===== src/rtl/binary_search_guess8_if.sv =====
// Handshake bundle between the binary-search engine and its controller/comparator.
// The slave side is the engine; the master side starts searches and returns compare codes.
interface binary_search_guess8_if;
  logic       iStart;
  logic [2:0] iCmp;
  logic [7:0] oGuess;
  logic       oBusy;
  logic       oDone;
  logic       oErr;
  logic [3:0] oSteps;

  modport master (
    output iStart,
    output iCmp,
    input  oGuess,
    input  oBusy,
    input  oDone,
    input  oErr,
    input  oSteps
  );

  modport slave (
    input  iStart,
    input  iCmp,
    output oGuess,
    output oBusy,
    output oDone,
    output oErr,
    output oSteps
  );
endinterface


===== src/rtl/binary_search_guess8.sv =====
// 8-bit binary-search engine: drives candidate guesses into an external
// combinational comparator and narrows [lo, hi] until the answer is "equal".
// Inconsistent or malformed comparator answers park the engine in ERR.
module binary_search_guess8 (
  input  logic                         clk,
  input  logic                         rst_n,
  binary_search_guess8_if.slave        bus
);

  typedef enum logic [1:0] {
    IDLE   = 2'd0,
    SEARCH = 2'd1,
    DONE   = 2'd2,
    ERR    = 2'd3
  } stateT;

  localparam logic [2:0] CMP_ABOVE = 3'b100;
  localparam logic [2:0] CMP_BELOW = 3'b010;
  localparam logic [2:0] CMP_EQUAL = 3'b001;

  stateT      stateReg, stateNext;
  logic [7:0] loReg, loNext;
  logic [7:0] hiReg, hiNext;
  logic [7:0] guessReg, guessNext;
  logic [3:0] stepsReg, stepsNext;

  // Midpoint sums are formed 9 bits wide so lo+hi can never wrap.
  logic [8:0] sumAbove;
  logic [8:0] sumBelow;

  // Candidate midpoints for the two narrowing directions.
  always_comb begin
    sumAbove = {1'b0, guessReg} + 9'd1 + {1'b0, hiReg};
    sumBelow = {1'b0, loReg} + {1'b0, guessReg} - 9'd1;
  end

  // State and datapath registers; reset forces the idle, zeroed-guess state.
  always_ff @(posedge clk or negedge rst_n) begin
    if (!rst_n) begin
      stateReg <= IDLE;
      loReg    <= 8'd0;
      hiReg    <= 8'd255;
      guessReg <= 8'd0;
      stepsReg <= 4'd0;
    end else begin
      stateReg <= stateNext;
      loReg    <= loNext;
      hiReg    <= hiNext;
      guessReg <= guessNext;
      stepsReg <= stepsNext;
    end
  end

  // Next-state and datapath update: start handling, compare consumption, error detection.
  always_comb begin
    stateNext = stateReg;
    loNext    = loReg;
    hiNext    = hiReg;
    guessNext = guessReg;
    stepsNext = stepsReg;

    case (stateReg)
      SEARCH: begin
        // Every sampled compare counts, including the one that ends the search.
        stepsNext = stepsReg + 4'd1;
        case (bus.iCmp)
          CMP_EQUAL: begin
            stateNext = DONE;
          end
          CMP_ABOVE: begin
            // guess==hi means no room above: inconsistent answer, also avoids 255 wrap.
            if (guessReg == hiReg) begin
              stateNext = ERR;
            end else begin
              loNext    = guessReg + 8'd1;
              guessNext = sumAbove[8:1];
            end
          end
          CMP_BELOW: begin
            // guess==lo means no room below: inconsistent answer, also avoids 0 wrap.
            if (guessReg == loReg) begin
              stateNext = ERR;
            end else begin
              hiNext    = guessReg - 8'd1;
              guessNext = sumBelow[8:1];
            end
          end
          default: begin
            stateNext = ERR;
          end
        endcase
      end
      default: begin
        // IDLE, DONE and ERR all hold their results until a new start.
        if (bus.iStart) begin
          stateNext = SEARCH;
          loNext    = 8'd0;
          hiNext    = 8'd255;
          guessNext = 8'd127;
          stepsNext = 4'd0;
        end
      end
    endcase
  end

  // Status flags decode straight from the state register.
  always_comb begin
    bus.oGuess = guessReg;
    bus.oSteps = stepsReg;
    bus.oBusy  = (stateReg == SEARCH);
    bus.oDone  = (stateReg == DONE);
    bus.oErr   = (stateReg == ERR);
  end

endmodule


===== src/flat_wrapper.sv =====
// flat-port wrapper written by rule: the top's interface ports become plain ports
module binary_search_guess8_flat 
  (clk, rst_n, bus_iStart, bus_iCmp, bus_oGuess, bus_oBusy, bus_oDone, bus_oErr, bus_oSteps);
  binary_search_guess8_if bus_i ();
  input  logic clk;
  input  logic rst_n;
  input wire logic [$bits(bus_i.iStart)-1:0] bus_iStart;
  input wire logic [$bits(bus_i.iCmp)-1:0] bus_iCmp;
  output wire logic [$bits(bus_i.oGuess)-1:0] bus_oGuess;
  output wire logic [$bits(bus_i.oBusy)-1:0] bus_oBusy;
  output wire logic [$bits(bus_i.oDone)-1:0] bus_oDone;
  output wire logic [$bits(bus_i.oErr)-1:0] bus_oErr;
  output wire logic [$bits(bus_i.oSteps)-1:0] bus_oSteps;
  assign bus_i.iStart = bus_iStart;
  assign bus_i.iCmp = bus_iCmp;
  assign bus_oGuess = bus_i.oGuess;
  assign bus_oBusy = bus_i.oBusy;
  assign bus_oDone = bus_i.oDone;
  assign bus_oErr = bus_i.oErr;
  assign bus_oSteps = bus_i.oSteps;
  binary_search_guess8 u_core (.clk(clk), .rst_n(rst_n), .bus(bus_i));
endmodule

===== config.mk =====
export PLATFORM = sky130hd
export DESIGN_NAME = binary_search_guess8_flat
export DESIGN_NICKNAME = d
export VERILOG_FILES = /design/src/rtl/binary_search_guess8_if.sv /design/src/rtl/binary_search_guess8.sv /design/src/flat_wrapper.sv
export SDC_FILE = /design/constraint.sdc
export NUM_CORES = 1
export LEC_CHECK = 0
export ABC_CLOCK_PERIOD_IN_PS = 2300
export BUFFER_PORTS_ARGS = -buffer_cell sky130_fd_sc_hd__buf_2
export CAP_MARGIN = 20
export CORE_AREA = 2 2 71 73
export CTS_CLUSTER_DIAMETER = 100
export DETAILED_ROUTE_END_ITERATION = 7
export DIE_AREA = 0 0 73 75
export HOLD_SLACK_MARGIN = 0.06
export PLACE_DENSITY = 0.74
export SLEW_MARGIN = 20
export SYNTH_ARGS = -nofsm -noshare
export SYNTH_HDL_FRONTEND = slang
export SYNTH_SLANG_ARGS = --single-unit

===== constraint.sdc =====
create_clock -name clk -period 2.3 [get_ports clk]
set_input_delay 0.46 -clock clk [delete_from_list [all_inputs] [get_ports clk]]
set_output_delay 0.46 -clock clk [all_outputs]
set_load 0.01 [all_outputs]

==> out/summary.txt <==
outcome: complete, no violations
global route overflow: 0
Worst-Skew Late Latency: 0.29 ns
synthesized area: 2476 um2
unrepaired setup endpoints after global routing: true
fin util: 65.83%
total wire length: 7.062 mm
CTS max path bufs: 2
Die Footprint: 5475 um2
H-Tree Depth: 2
vias in the first global route: 2115
Register Area: 765.7 um2
placed cell count: 382
fraction of registers with async set/reset: 100.0%
ys flop type: dfrtp_1
Area Overhead vs Synth: 23.90%
placed cell area: 2835 um2
CTS Hold Bufs: 0
CTS Buf Count: 5
post-synthesis mux area share: 0.8085%
fmax: 0.4420 GHz
area leader, netlist: dfrtp_1
Yosys warning total: 0
VDD IR max: 0.0007687 V
pwr dens: 1652 nW/um2
layout cells sized above 1: 27.89%
Starting Density: 53.13%
Pre-antenna DRT Iters: 4
reg2reg start: u_core.bus.oGuess[1]
I/O Buffers: 20
post-synthesis sequential area ratio: 30.72%
min Tclk post-route: 2.263 ns
CP Capture Point: u_core.bus.oGuess[6]
number of flops mapped to enable cells by yosys: 0
fin cells: 391
critical path class: flip-flop to flip-flop
worst hold-check path type: input pin to asynchronous set/reset pin
Final Hold Fails: 0
Vias/cell: 5.990
R2R depth: 11
worst slew pin tran: 0.7082 ns
Crit. Startpoint: u_core.bus.oGuess[1]
Worst EP required: 2.46 ns
share of the synthesized area in the top cell type: 22.23%
Syn Area/Cell: 8.538 um2
diode count: 0
initial antenna violation count: 0
crit start category: flip-flop
Synth cell types: 55
CTS clock-pin slew for the worst setup and hold paths: 0.07 ns
chip width: 73 um
fin. max-slew vios: 0
HPWL Detailed: 5.007 mm
Final ANT Viol Nets: 0
ranking of synthesized cells by area: dfrtp_1 22%, ha_1 13%, dfstp_2 8.5%
CP max FO: 3
post-synthesis simple-gate area fraction: 20.16%
FF-to-FF End: u_core.bus.oGuess[6]
compound-cell area share of the yosys netlist: 19.76%
Final period util: 98.38%
DR DRC count: 0
Nets: 370
Multi-input gate area: 1649 um2
Synth Register Bits: 30
Max Cap Viol: 0
setup slack, reg-to-reg: 0.04 ns
DRT iter0 DRCs: 198
clk sink count: 30
main combinational cell family by area after synthesis: simple AND/OR/NAND/NOR gates
Finished Cell Area: 3068 um2
first-pass GRT wire length: 10.60 mm
WL/cell: 18.06 um
# fillers: 369
row count: 25
adder-cell area share of the yosys netlist: 14.75%
Post-Synthesis Cells: 290
Design Power: 5.068 mW
CP arrival: 2.43 ns
CTS tree: yes
Leak: 1.346 nW
GRT Util Overall: 26.04%
vias: 2342
core area: 4661 um2
pin count of the biggest net entering global routing: 31
Placer Congestion: 0.8599
Worst Setup End Kind: flip-flop
num ports: 21
Final Skew: 0.007035 ns
Mapped Nets: 324
XOR/XNOR Fraction of Synth Area: 4.952%
DIE HEIGHT: 75 um
Clock Tree Root: clkbuf_8
Max-slew headroom: 52.78%
final setup vio count: 0
[kinds of logic after synthesis]
kind of cell,count (synthesis)
xor gates and xnor gates,14
buffers and inverters,53
adders and majority gates,28
DFF,30
AOI/OAI and AO/OA,72
muxes,2
and+or+nand+nor,91
[state kept, by name, indices dropped and copies added, names as in the netlist]
register	flops
u_core.loReg	8
u_core.bus.oGuess	8
u_core.stateReg	2
u_core.bus.oSteps	4
u_core.hiReg	8
[worst max-delay path, stage by stage (launching register included)]
cell and delay (ns):
dfrtp_2 0.41, inv_2 0.08, ha_4 0.21, inv_4 0.05, ha_4 0.12, inv_2 0.04, fa_2 0.41, nor2b_4 0.16
o31ai_4 0.10, a2111o_1 0.44, o221ai_2 0.07, nor3_1 0.07
[worst min path at each step]
stage / start / endpoint / slack, ns / cells past startpoint
2_1_floorplan: rst_n / u_core.bus.oGuess[0] / 0.16 / 0
3_3_place_gp: u_core.loReg[3] / u_core.loReg[3] / 0.48 / 2
3_5_place_dp: u_core.bus.oSteps[3] / u_core.bus.oSteps[3] / 0.48 / 1
4_1_cts: rst_n / u_core.loReg[5] / 0.24 / 1
5_1_grt: rst_n / u_core.loReg[5] / 0.28 / 1
6_report: rst_n / u_core.loReg[5] / 0.22 / 1
[through the flow]
step	setup WS (ns)	TNS [ns]	hold WS, ns
global route	-0.04086	-0.06371	0.2805
global placement	0.004613	0	0.4812
finish	0.03733	0	0.2161
floorplan	-0.01376	-0.01376	0.1644
CTS	0.01140	0	0.2400
detailed placement	-0.009319	-0.009319	0.4798
[routing by layer]
metal	vias up	part of all wire, %	track usage [%]
met2	70	49	42.94
met1	1126	43	35.12
met4	0	3.1	8.436
met5	-	0	0
li1	1125	-	-
met3	21	4.3	4.150
[synthesized netlist by cell type, drive strengths merged (3+ instances only)]
| cell | number |
|---|---|
| xnor2 | 13 |
| dfstp | 8 |
| nor2 | 16 |
| nor4b | 4 |
| and3 | 3 |
| nor3b | 5 |
| clkbuf | 4 |
| a31oi | 7 |
| o211ai | 3 |
| nor4 | 3 |
| or3 | 4 |
| o21ai | 18 |
| nor3 | 15 |
| nand3b | 3 |
| nor2b | 3 |
| buf | 8 |
| ha | 26 |
| a211oi | 4 |
| and2 | 3 |
| dfrtp | 22 |
| a211o | 4 |
| inv | 40 |
| nand3 | 14 |
| a21oi | 12 |
| o21a | 4 |
| nand2 | 11 |
[what timing repair did]
item                                   in CTS  in global routing
setup endpoints to repair                   1                 22
resized for setup                           1                 29
pin swaps                                   0                  8
buffers inserted                            0                  1
endpoints found under the hold margin       0                  0
[placed cells by master (no fill, tap or decap), types with 3 or more instances in the layout]
cell / instances
a211oi_1: 4
nand2_1: 11
nor2_1: 16
nor3b_1: 5
ha_4: 8
o21a_1: 4
o21ai_0: 18
dfrtp_2: 4
a211o_1: 4
clkbuf_1: 3
inv_1: 34
and2_1: 3
ha_1: 18
dfrtp_1: 18
nand3_1: 13
buf_2: 20
buf_4: 29
dfstp_2: 8
and3_1: 3
a21oi_1: 12
nor3_1: 15
inv_2: 5
or3_1: 4
a31oi_1: 7
xnor2_1: 13
clkbuf_8: 5
nand3b_1: 3
nor4b_1: 3
[layout make-up]
| cell class | count | area share, % |
|---|---|---|
| Multi-Input combinational cell | 207 | 53.75 |
| Sequential cell | 30 | 24.96 |
| Timing Repair Buffer | 51 | 11.38 |
| Inverter | 41 | 5.098 |
| Clock buffer | 8 | 2.610 |
| Tap cell | 54 | 2.202 |
[where the power goes]
part / internal [mW] / switching, mW
registers: 0.719 / 0.139
logic: 1.79 / 2.00
clock network: 0.215 / 0.204
total: 2.73 / 2.34
Power figures use the tool's default switching activity.
